## src/rtl/tdc_pkg.sv

```systemverilog
// Shared types and width helpers for the multichannel TDC decoder.
// Also used by tdc_popcount_serial for its fine-count width.
package tdc_pkg;

    typedef enum logic [2:0] {
        ST_IDLE      = 3'd0,
        ST_ARMED     = 3'd1,
        ST_DEC_START = 3'd2,
        ST_DEC_STOP  = 3'd3,
        ST_OUTPUT    = 3'd4
    } tdc_state_e;

    function automatic int fine_w(input int chain_len);
        return $clog2(chain_len + 1);
    endfunction

    function automatic int res_w(input int coarse_w, input int chain_len);
        return coarse_w + fine_w(chain_len) + 1;
    endfunction

    // Result record at the default geometry (16 channels max, 144-cell chain)
    localparam int DEF_CH_W     = 4;
    localparam int DEF_COARSE_W = 32;
    localparam int DEF_FINE_W   = 8;
    localparam int DEF_RES_W    = 41;

    typedef struct packed {
        logic [DEF_CH_W-1:0]     ch;
        logic [DEF_COARSE_W-1:0] coarse;
        logic [DEF_FINE_W-1:0]   fine_start;
        logic [DEF_FINE_W-1:0]   fine_stop;
        logic [DEF_RES_W-1:0]    interval;
        logic                    overflow;
    } tdc_result_t;

endpackage

```

## src/rtl/tdc_popcount_serial.sv

```systemverilog
// Sliced serial popcount of a thermometer snapshot, SLICE_W bits per cycle.
// Define TDC_BUBBLE_FILTER_EN to add a 3-tap majority bubble filter (+1 cycle).
module tdc_popcount_serial
    import tdc_pkg::*;
#(
    parameter int CHAIN_LEN = 144,
    parameter int SLICE_W   = 8,
    localparam int FINE_W   = fine_w(CHAIN_LEN),
    localparam int NSLICE   = (CHAIN_LEN + SLICE_W - 1) / SLICE_W,
    localparam int PAD_W    = NSLICE * SLICE_W,
    localparam int CNT_W    = $clog2(NSLICE + 1)
)(
    input  logic                 clk,
    input  logic                 rst_n,
    input  logic                 load,
    input  logic [CHAIN_LEN-1:0] code,
    output logic                 done,
    output logic [FINE_W-1:0]    count
);

    logic [CHAIN_LEN-1:0] src;
    logic                 src_vld;
    logic [PAD_W-1:0]     shreg;
    logic [FINE_W-1:0]    acc;
    logic [FINE_W-1:0]    slice_pc;
    logic [CNT_W-1:0]     left;
    logic                 active;

`ifdef TDC_BUBBLE_FILTER_EN
    logic [CHAIN_LEN-1:0] raw_q;
    logic [CHAIN_LEN+1:0] ext;
    logic                 raw_vld;

    // Chain edges: a virtual 1 below bit 0 and a virtual 0 above the top bit
    assign ext = {1'b0, raw_q, 1'b1};

    always_comb begin
        src = '0;
        for (int i = 0; i < CHAIN_LEN; i++) begin
            src[i] = (ext[i] & ext[i+1]) | (ext[i] & ext[i+2])
                   | (ext[i+1] & ext[i+2]);
        end
    end

    always_ff @(posedge clk) begin
        if (!rst_n) begin
            raw_q   <= '0;
            raw_vld <= 1'b0;
        end else begin
            raw_vld <= load;
            if (load) raw_q <= code;
        end
    end

    assign src_vld = raw_vld;
`else
    assign src     = code;
    assign src_vld = load;
`endif

    always_comb begin
        slice_pc = '0;
        for (int i = 0; i < SLICE_W; i++) begin
            slice_pc = slice_pc + FINE_W'(shreg[i]);
        end
    end

    // Final total is visible combinationally during the last slice cycle
    assign count = acc + slice_pc;
    assign done  = active && (left == '0);

    always_ff @(posedge clk) begin
        if (!rst_n) begin
            shreg  <= '0;
            acc    <= '0;
            left   <= '0;
            active <= 1'b0;
        end else if (src_vld) begin
            shreg  <= PAD_W'(src);
            acc    <= '0;
            left   <= CNT_W'(NSLICE - 1);
            active <= 1'b1;
        end else if (active) begin
            shreg <= shreg >> SLICE_W;
            acc   <= count;
            left  <= left - CNT_W'(1);
            if (left == '0) active <= 1'b0;
        end
    end

endmodule

```

## src/rtl/tdc_multichannel_decoder.sv

```systemverilog
// One-start / NCH-stop TDC: coarse counting, serial fine decode, result stream.
// Optional macro TDC_BUBBLE_FILTER_EN enables the fine-code bubble filter.
module tdc_multichannel_decoder
    import tdc_pkg::*;
#(
    parameter int NCH        = 4,
    parameter int CHAIN_LEN  = 144,
    parameter int SLICE_W    = 8,
    parameter int CLK_BINS   = 144,
    parameter int COARSE_W   = 32,
    parameter int MAX_COARSE = 1000,
    localparam int FINE_W    = fine_w(CHAIN_LEN),
    localparam int RES_W     = res_w(COARSE_W, CHAIN_LEN),
    localparam int CH_W      = (NCH > 1) ? $clog2(NCH) : 1
)(
    input  logic                     clk,
    input  logic                     rst_n,
    input  logic                     start_valid,
    input  logic [CHAIN_LEN-1:0]     start_code,
    input  logic [NCH-1:0]           stop_valid,
    input  logic [NCH*CHAIN_LEN-1:0] stop_code,
    input  logic [NCH-1:0]           ch_en,
    output logic                     busy,
    output logic                     res_valid,
    input  logic                     res_ready,
    output logic [CH_W-1:0]          res_ch,
    output logic [COARSE_W-1:0]      res_coarse,
    output logic [FINE_W-1:0]        res_fine_start,
    output logic [FINE_W-1:0]        res_fine_stop,
    output logic [RES_W-1:0]         res_interval,
    output logic                     res_overflow
);

    tdc_state_e           state;
    logic [CHAIN_LEN-1:0] start_code_q;
    logic [NCH-1:0]       ch_en_q;
    logic [NCH-1:0]       stop_seen;
    logic [NCH-1:0]       ovf_q;
    logic [NCH-1:0]       pending;
    logic [COARSE_W-1:0]  coarse;
    logic [CHAIN_LEN-1:0] stop_code_q [NCH];
    logic [COARSE_W-1:0]  stop_coarse [NCH];
    logic [FINE_W-1:0]    fine_start_q;
    logic [FINE_W-1:0]    fine_stop_q;
    logic [CH_W-1:0]      cur_ch;
    logic [CH_W-1:0]      sel_ch;
    logic                 calc;

    logic                 pc_load;
    logic                 pc_done;
    logic [CHAIN_LEN-1:0] pc_code;
    logic [FINE_W-1:0]    pc_count;

    logic                 start_ok;
    logic                 all_seen;
    logic                 timeout;
    logic                 arm_exit;
    logic                 enter_stop;
    logic [RES_W-1:0]     scaled;
    logic [RES_W-1:0]     diff;
    logic                 negative;

    assign busy     = (state != ST_IDLE);
    assign start_ok = start_valid && (ch_en != '0);
    assign all_seen = ((stop_seen & ch_en_q) == ch_en_q);
    assign timeout  = (coarse == COARSE_W'(MAX_COARSE));
    assign arm_exit = (state == ST_ARMED) && (all_seen || timeout);

    assign enter_stop = ((state == ST_DEC_START) && pc_done)
                     || ((state == ST_OUTPUT) && res_ready && (pending != '0));

    // Lowest-index pending channel is decoded next
    always_comb begin
        sel_ch = '0;
        for (int k = NCH - 1; k >= 0; k--) begin
            if (pending[k]) sel_ch = CH_W'(k);
        end
    end

    always_comb begin
        pc_load = 1'b0;
        pc_code = stop_code_q[sel_ch];
        if (arm_exit) begin
            pc_load = 1'b1;
            pc_code = start_code_q;
        end else if (enter_stop && !ovf_q[sel_ch]) begin
            pc_load = 1'b1;
        end
    end

    always_comb begin
        scaled = RES_W'(stop_coarse[cur_ch]) * RES_W'(CLK_BINS)
               + RES_W'(fine_stop_q);
        negative = (scaled < RES_W'(fine_start_q));
        diff     = scaled - RES_W'(fine_start_q);
    end

    tdc_popcount_serial #(
        .CHAIN_LEN (CHAIN_LEN),
        .SLICE_W   (SLICE_W)
    ) u_popcount (
        .clk   (clk),
        .rst_n (rst_n),
        .load  (pc_load),
        .code  (pc_code),
        .done  (pc_done),
        .count (pc_count)
    );

    always_ff @(posedge clk) begin
        if (!rst_n) begin
            state          <= ST_IDLE;
            start_code_q   <= '0;
            ch_en_q        <= '0;
            stop_seen      <= '0;
            ovf_q          <= '0;
            pending        <= '0;
            coarse         <= '0;
            fine_start_q   <= '0;
            fine_stop_q    <= '0;
            cur_ch         <= '0;
            calc           <= 1'b0;
            res_valid      <= 1'b0;
            res_ch         <= '0;
            res_coarse     <= '0;
            res_fine_start <= '0;
            res_fine_stop  <= '0;
            res_interval   <= '0;
            res_overflow   <= 1'b0;
            for (int k = 0; k < NCH; k++) begin
                stop_code_q[k] <= '0;
                stop_coarse[k] <= '0;
            end
        end else begin
            if (enter_stop) begin
                cur_ch          <= sel_ch;
                pending[sel_ch] <= 1'b0;
                calc            <= 1'b0;
            end
            case (state)
                ST_IDLE: begin
                    if (start_ok) begin
                        start_code_q <= start_code;
                        ch_en_q      <= ch_en;
                        coarse       <= '0;
                        ovf_q        <= '0;
                        stop_seen    <= stop_valid & ch_en;
                        state        <= ST_ARMED;
                        for (int k = 0; k < NCH; k++) begin
                            stop_code_q[k] <= stop_code[k*CHAIN_LEN +: CHAIN_LEN];
                            stop_coarse[k] <= '0;
                        end
                    end
                end
                ST_ARMED: begin
                    if (all_seen || timeout) begin
                        state   <= ST_DEC_START;
                        pending <= ch_en_q;
                        for (int k = 0; k < NCH; k++) begin
                            if (!all_seen && ch_en_q[k] && !stop_seen[k]) begin
                                ovf_q[k]       <= 1'b1;
                                stop_coarse[k] <= COARSE_W'(MAX_COARSE);
                            end
                        end
                    end else begin
                        coarse <= coarse + COARSE_W'(1);
                        for (int k = 0; k < NCH; k++) begin
                            if (stop_valid[k] && ch_en_q[k] && !stop_seen[k]) begin
                                stop_seen[k]   <= 1'b1;
                                stop_code_q[k] <= stop_code[k*CHAIN_LEN +: CHAIN_LEN];
                                stop_coarse[k] <= coarse + COARSE_W'(1);
                            end
                        end
                    end
                end
                ST_DEC_START: begin
                    if (pc_done) begin
                        fine_start_q <= pc_count;
                        state        <= ST_DEC_STOP;
                    end
                end
                ST_DEC_STOP: begin
                    if (!calc) begin
                        if (ovf_q[cur_ch]) begin
                            fine_stop_q <= '0;
                            calc        <= 1'b1;
                        end else if (pc_done) begin
                            fine_stop_q <= pc_count;
                            calc        <= 1'b1;
                        end
                    end else begin
                        res_ch         <= cur_ch;
                        res_coarse     <= stop_coarse[cur_ch];
                        res_fine_start <= fine_start_q;
                        res_fine_stop  <= fine_stop_q;
                        res_interval   <= negative ? '0 : diff;
                        res_overflow   <= negative | ovf_q[cur_ch];
                        res_valid      <= 1'b1;
                        calc           <= 1'b0;
                        state          <= ST_OUTPUT;
                    end
                end
                ST_OUTPUT: begin
                    if (res_ready) begin
                        res_valid <= 1'b0;
                        state     <= (pending != '0) ? ST_DEC_STOP : ST_IDLE;
                    end
                end
                default: state <= ST_IDLE;
            endcase
        end
    end

endmodule

```

## config.mk

```make
export PLATFORM = sky130hd
export DESIGN_NAME = tdc_multichannel_decoder
export DESIGN_NICKNAME = d
export VERILOG_FILES = /design/src/rtl/tdc_pkg.sv /design/src/rtl/tdc_popcount_serial.sv /design/src/rtl/tdc_multichannel_decoder.sv
export SDC_FILE = /design/constraint.sdc
export NUM_CORES = 2
export LEC_CHECK = 0
export ABC_AREA = 1
export BUFFER_PORTS_ARGS = -buffer_cell sky130_fd_sc_hd__buf_2
export CAP_MARGIN = 5
export CORE_AREA = 10 10 483 485
export DETAILED_ROUTE_END_ITERATION = 10
export DIE_AREA = 0 0 493 495
export HOLD_SLACK_MARGIN = 0.08
export PLACE_DENSITY_LB_ADDON = 0.25
export REMOVE_ABC_BUFFERS = 1
export SYNTH_ARGS = -nofsm -noshare
export SYNTH_HDL_FRONTEND = slang
export SYNTH_SLANG_ARGS = --single-unit
```

## constraint.sdc

```tcl
create_clock -name clk -period 13.7 [get_ports clk]
set_clock_uncertainty 0.05 [all_clocks]
set_input_delay 1.37 -clock clk [delete_from_list [all_inputs] [get_ports clk]]
set_output_delay 1.37 -clock clk [all_outputs]
set_load 0.005 [all_outputs]
```

==> flow_summary.toml <==
[detailed_routing]
drtIter0Drc = 3983
drt_drc_violations_left = 0
viasPerCell = 4.670
vias = 47684
avgRoutedWirePerCell_um = 22.58
wl_um = 230600
antenna_left = 0
first_pass_iters = 5

[cts]
cts-resized-gates = 0
root_buffer = "clkbuf_16"
path_clk_slew_ns = 0.06
clk_latency_ns = 0.80
clockBufferDepth = 3
cts_tree = "yes"
numCtsBuffers = 139
holdBufCountCts = 0
htreeDepth = 4
postCtsSetupBuffers = 0
cts_sinks = 1171

[timing]
hold_viol = 0
min_period_ns = 6.877
rsz0062_at_grt = "false"
setup_viol = 0
fmax_ghz = 0.1454
relSlewSlack_pct = 8.079
tightest_slew_ns = 1.379
slew_violations = 0
period_share_pct = 50.19

[critical_path]
required_ns = 14.04
critical_path_arrival_ns = 7.22
crit_fanout = 99
endpoint_kind = "register"
critical_path_class = "reg2reg"
worstSetupStartpointType = "register"

[pwr]
power_mw = 12.05
ir_drop_v = 0.0001082
leakage_nw = 30.03
p_per_area_nw_per_um2 = 179.0

[floorplanning]
die_w_um = 493
ios = 826
dieArea_sq_um = 244000
fp.dieH_um = 495
fp-row-count = 174
start_util_pct = 24.83
core_area_sq_um = 223800

[place]
dp.cells = 9944
dpl.hpwl_um = 165100
place_congestion = 0.8694
port_buffers = 825

[finish]
fin_util_pct = 30.08
drive_gt1_share_pct = 17.22
area_growth_pct = 21.14
final_nets = 7918
final_cells = 10211
multi_input_area_sq_um = 20130
fillerInstances = 23990
regArea_sq_um = 30490

[synthesis]
ys_seq_elements = 1171
ys_seq_area_share_pct = 54.87
synth.distinct_cells = 56
yosysTopAreaCell = "edfxtp_1"
synth_edf_count = 704
syn_inst = 6425
yosys_warnings = 0
syn_area_per_cell_sq_um = 8.648
synth_top_area_share_pct = 38.05
yosys_most_used_dff = "edfxtp_1"
synth_area_sq_um = 55560
synthArstFlopShare_pct = 0
synth.most_common_cell = "nand2_1"
synthTopCellsByArea = "edfxtp_1 (38%), dfxtp_1 (17%), nand2_1 (9.7%), inv_1 (6.3%), nor2_1 (5.4%)"
synth_common_cells = "nand2_1 (1438), inv_1 (931), nor2_1 (801)"

[global_routing]
grt_max_degree = 161
grt_first_pass_wirelength_um = 331400
grt_pass1_vias = 48255
gr-total-overflow = 0
antenna_found_initial = 26
track_usage_pct = 18.09

[worst_hold_path]
holdCritPathClass = "reg2reg"

[flow_run]
cap_violations = 0

[run_status]
status = "complete, no violations"
[per-layer routing]
layer	global-route usage, %	vias up	routed length (um)
met5	0	-	62
met1	23.05	23164	97430
met3	3.145	273	13850
met4	5.550	10	6937
met2	31.14	1641	112300
li1	-	22596	-
[cells in the final DEF, fill, tap and decap left out, types with 8 or more instances in the layout]
cell type	n
clkinv_16	8
ha_1	86
nand2_4	8
o211ai_1	132
o21a_1	36
nor4_1	14
o21ai_0	355
xnor2_1	8
clkbuf_1	37
clkinv_1	34
clkinv_2	17
nand2_2	45
buf_12	9
buf_2	824
xor2_1	43
edfxtp_1	704
diode_2	8
nor2_1	796
inv_1	925
o221ai_1	8
nand4_1	31
nand2_1	1431
nand3_2	10
nand3_1	151
a21oi_1	230
clkbuf_16	139
dfxtp_1	466
a221oi_1	92
a41oi_1	43
inv_2	37
buf_4	40
nor2_2	16
nor3_1	17
a22o_1	136
nor2_4	22
o22ai_1	58
a31oi_1	98
bufinv_16	8
clkbuf_8	16
[power by group]
| group | internal, mW | switching, mW | total [mW] |
|---|---|---|---|
| clock | 2.14 | 1.64 | 3.78 |
| combinational | 0.932 | 2.46 | 3.40 |
| sequential | 4.60 | 0.276 | 4.88 |
[sequential cells by signal, indices dropped and copies added, names as in the netlist, 5 cells and up, named ones only]
name	flops
stop_code_q	576
start_code_q	144
u_popcount.shreg	144
stop_coarse	128
res_interval	41
coarse	32
res_coarse	32
fine_start_q	8
fine_stop_q	8
res_fine_start	8
res_fine_stop	8
u_popcount.acc	8
u_popcount.left	5
[area by class of cell]
cell class / count / area share (%)
Sequential cell: 1171 / 45.30
Multi-Input combinational cell: 3930 / 29.90
Timing Repair Buffer: 874 / 6.861
Clock buffer: 191 / 5.681
Tap cell: 2992 / 5.562
Inverter: 977 / 5.478
Clock inverter: 68 / 1.188
Antenna cell: 8 / 0.02974
[critical path, cell delays in order, from the launching register on]
cell and delay (ns):
dfxtp_1 0.41, inv_1 0.15, ha_1 0.23, nand4_1 0.10, or4_1 0.19, nand2_1 0.12, nor2_1 0.96, inv_1 0.54
nor2_1 0.67, inv_1 0.45, nor2_1 0.29, clkinv_1 0.35, buf_4 0.38, nand2_4 0.72, buf_12 0.46
[worst paths after layout]
kind                                       start             endpoint  slack [ns]  cells after the start
worst max-delay path                   coarse[0]  stop_code_q[0][135]        6.82                     14
worst min register to register  res_interval[37]     res_interval[37]        0.41                      2
worst max register to register         coarse[0]  stop_code_q[0][135]        6.82                     14
worst min-delay path            res_interval[37]     res_interval[37]        0.41                      2
[cell families after synthesis]
logic type               synth area share (%)
adder cells (fa/ha/maj)                 2.189
XOR/XNOR                               0.8332
flip-flops                              54.87
AO/OA/AOI/OAI                           14.09
AND/OR/NAND/NOR                         18.88
buffers and inverters                   9.142
[stage by stage]
stage | hold WS [ns] | setup slack (ns) | cell area (sq um) | TNS, ns
5_1_grt | 0.4310 | 6.451 | 67300 | 0
3_3_place_gp | 0.4044 | 6.680 | 62670 | 0
4_1_cts | 0.4144 | 6.776 | 67290 | 0
3_5_place_dp | 0.4071 | 6.758 | 62670 | 0
2_1_floorplan | 0.3952 | -15.92 | 54150 | -5477.03
6_report | 0.4128 | 6.823 | 67310 | 0
(Power assumes the default switching activity.)
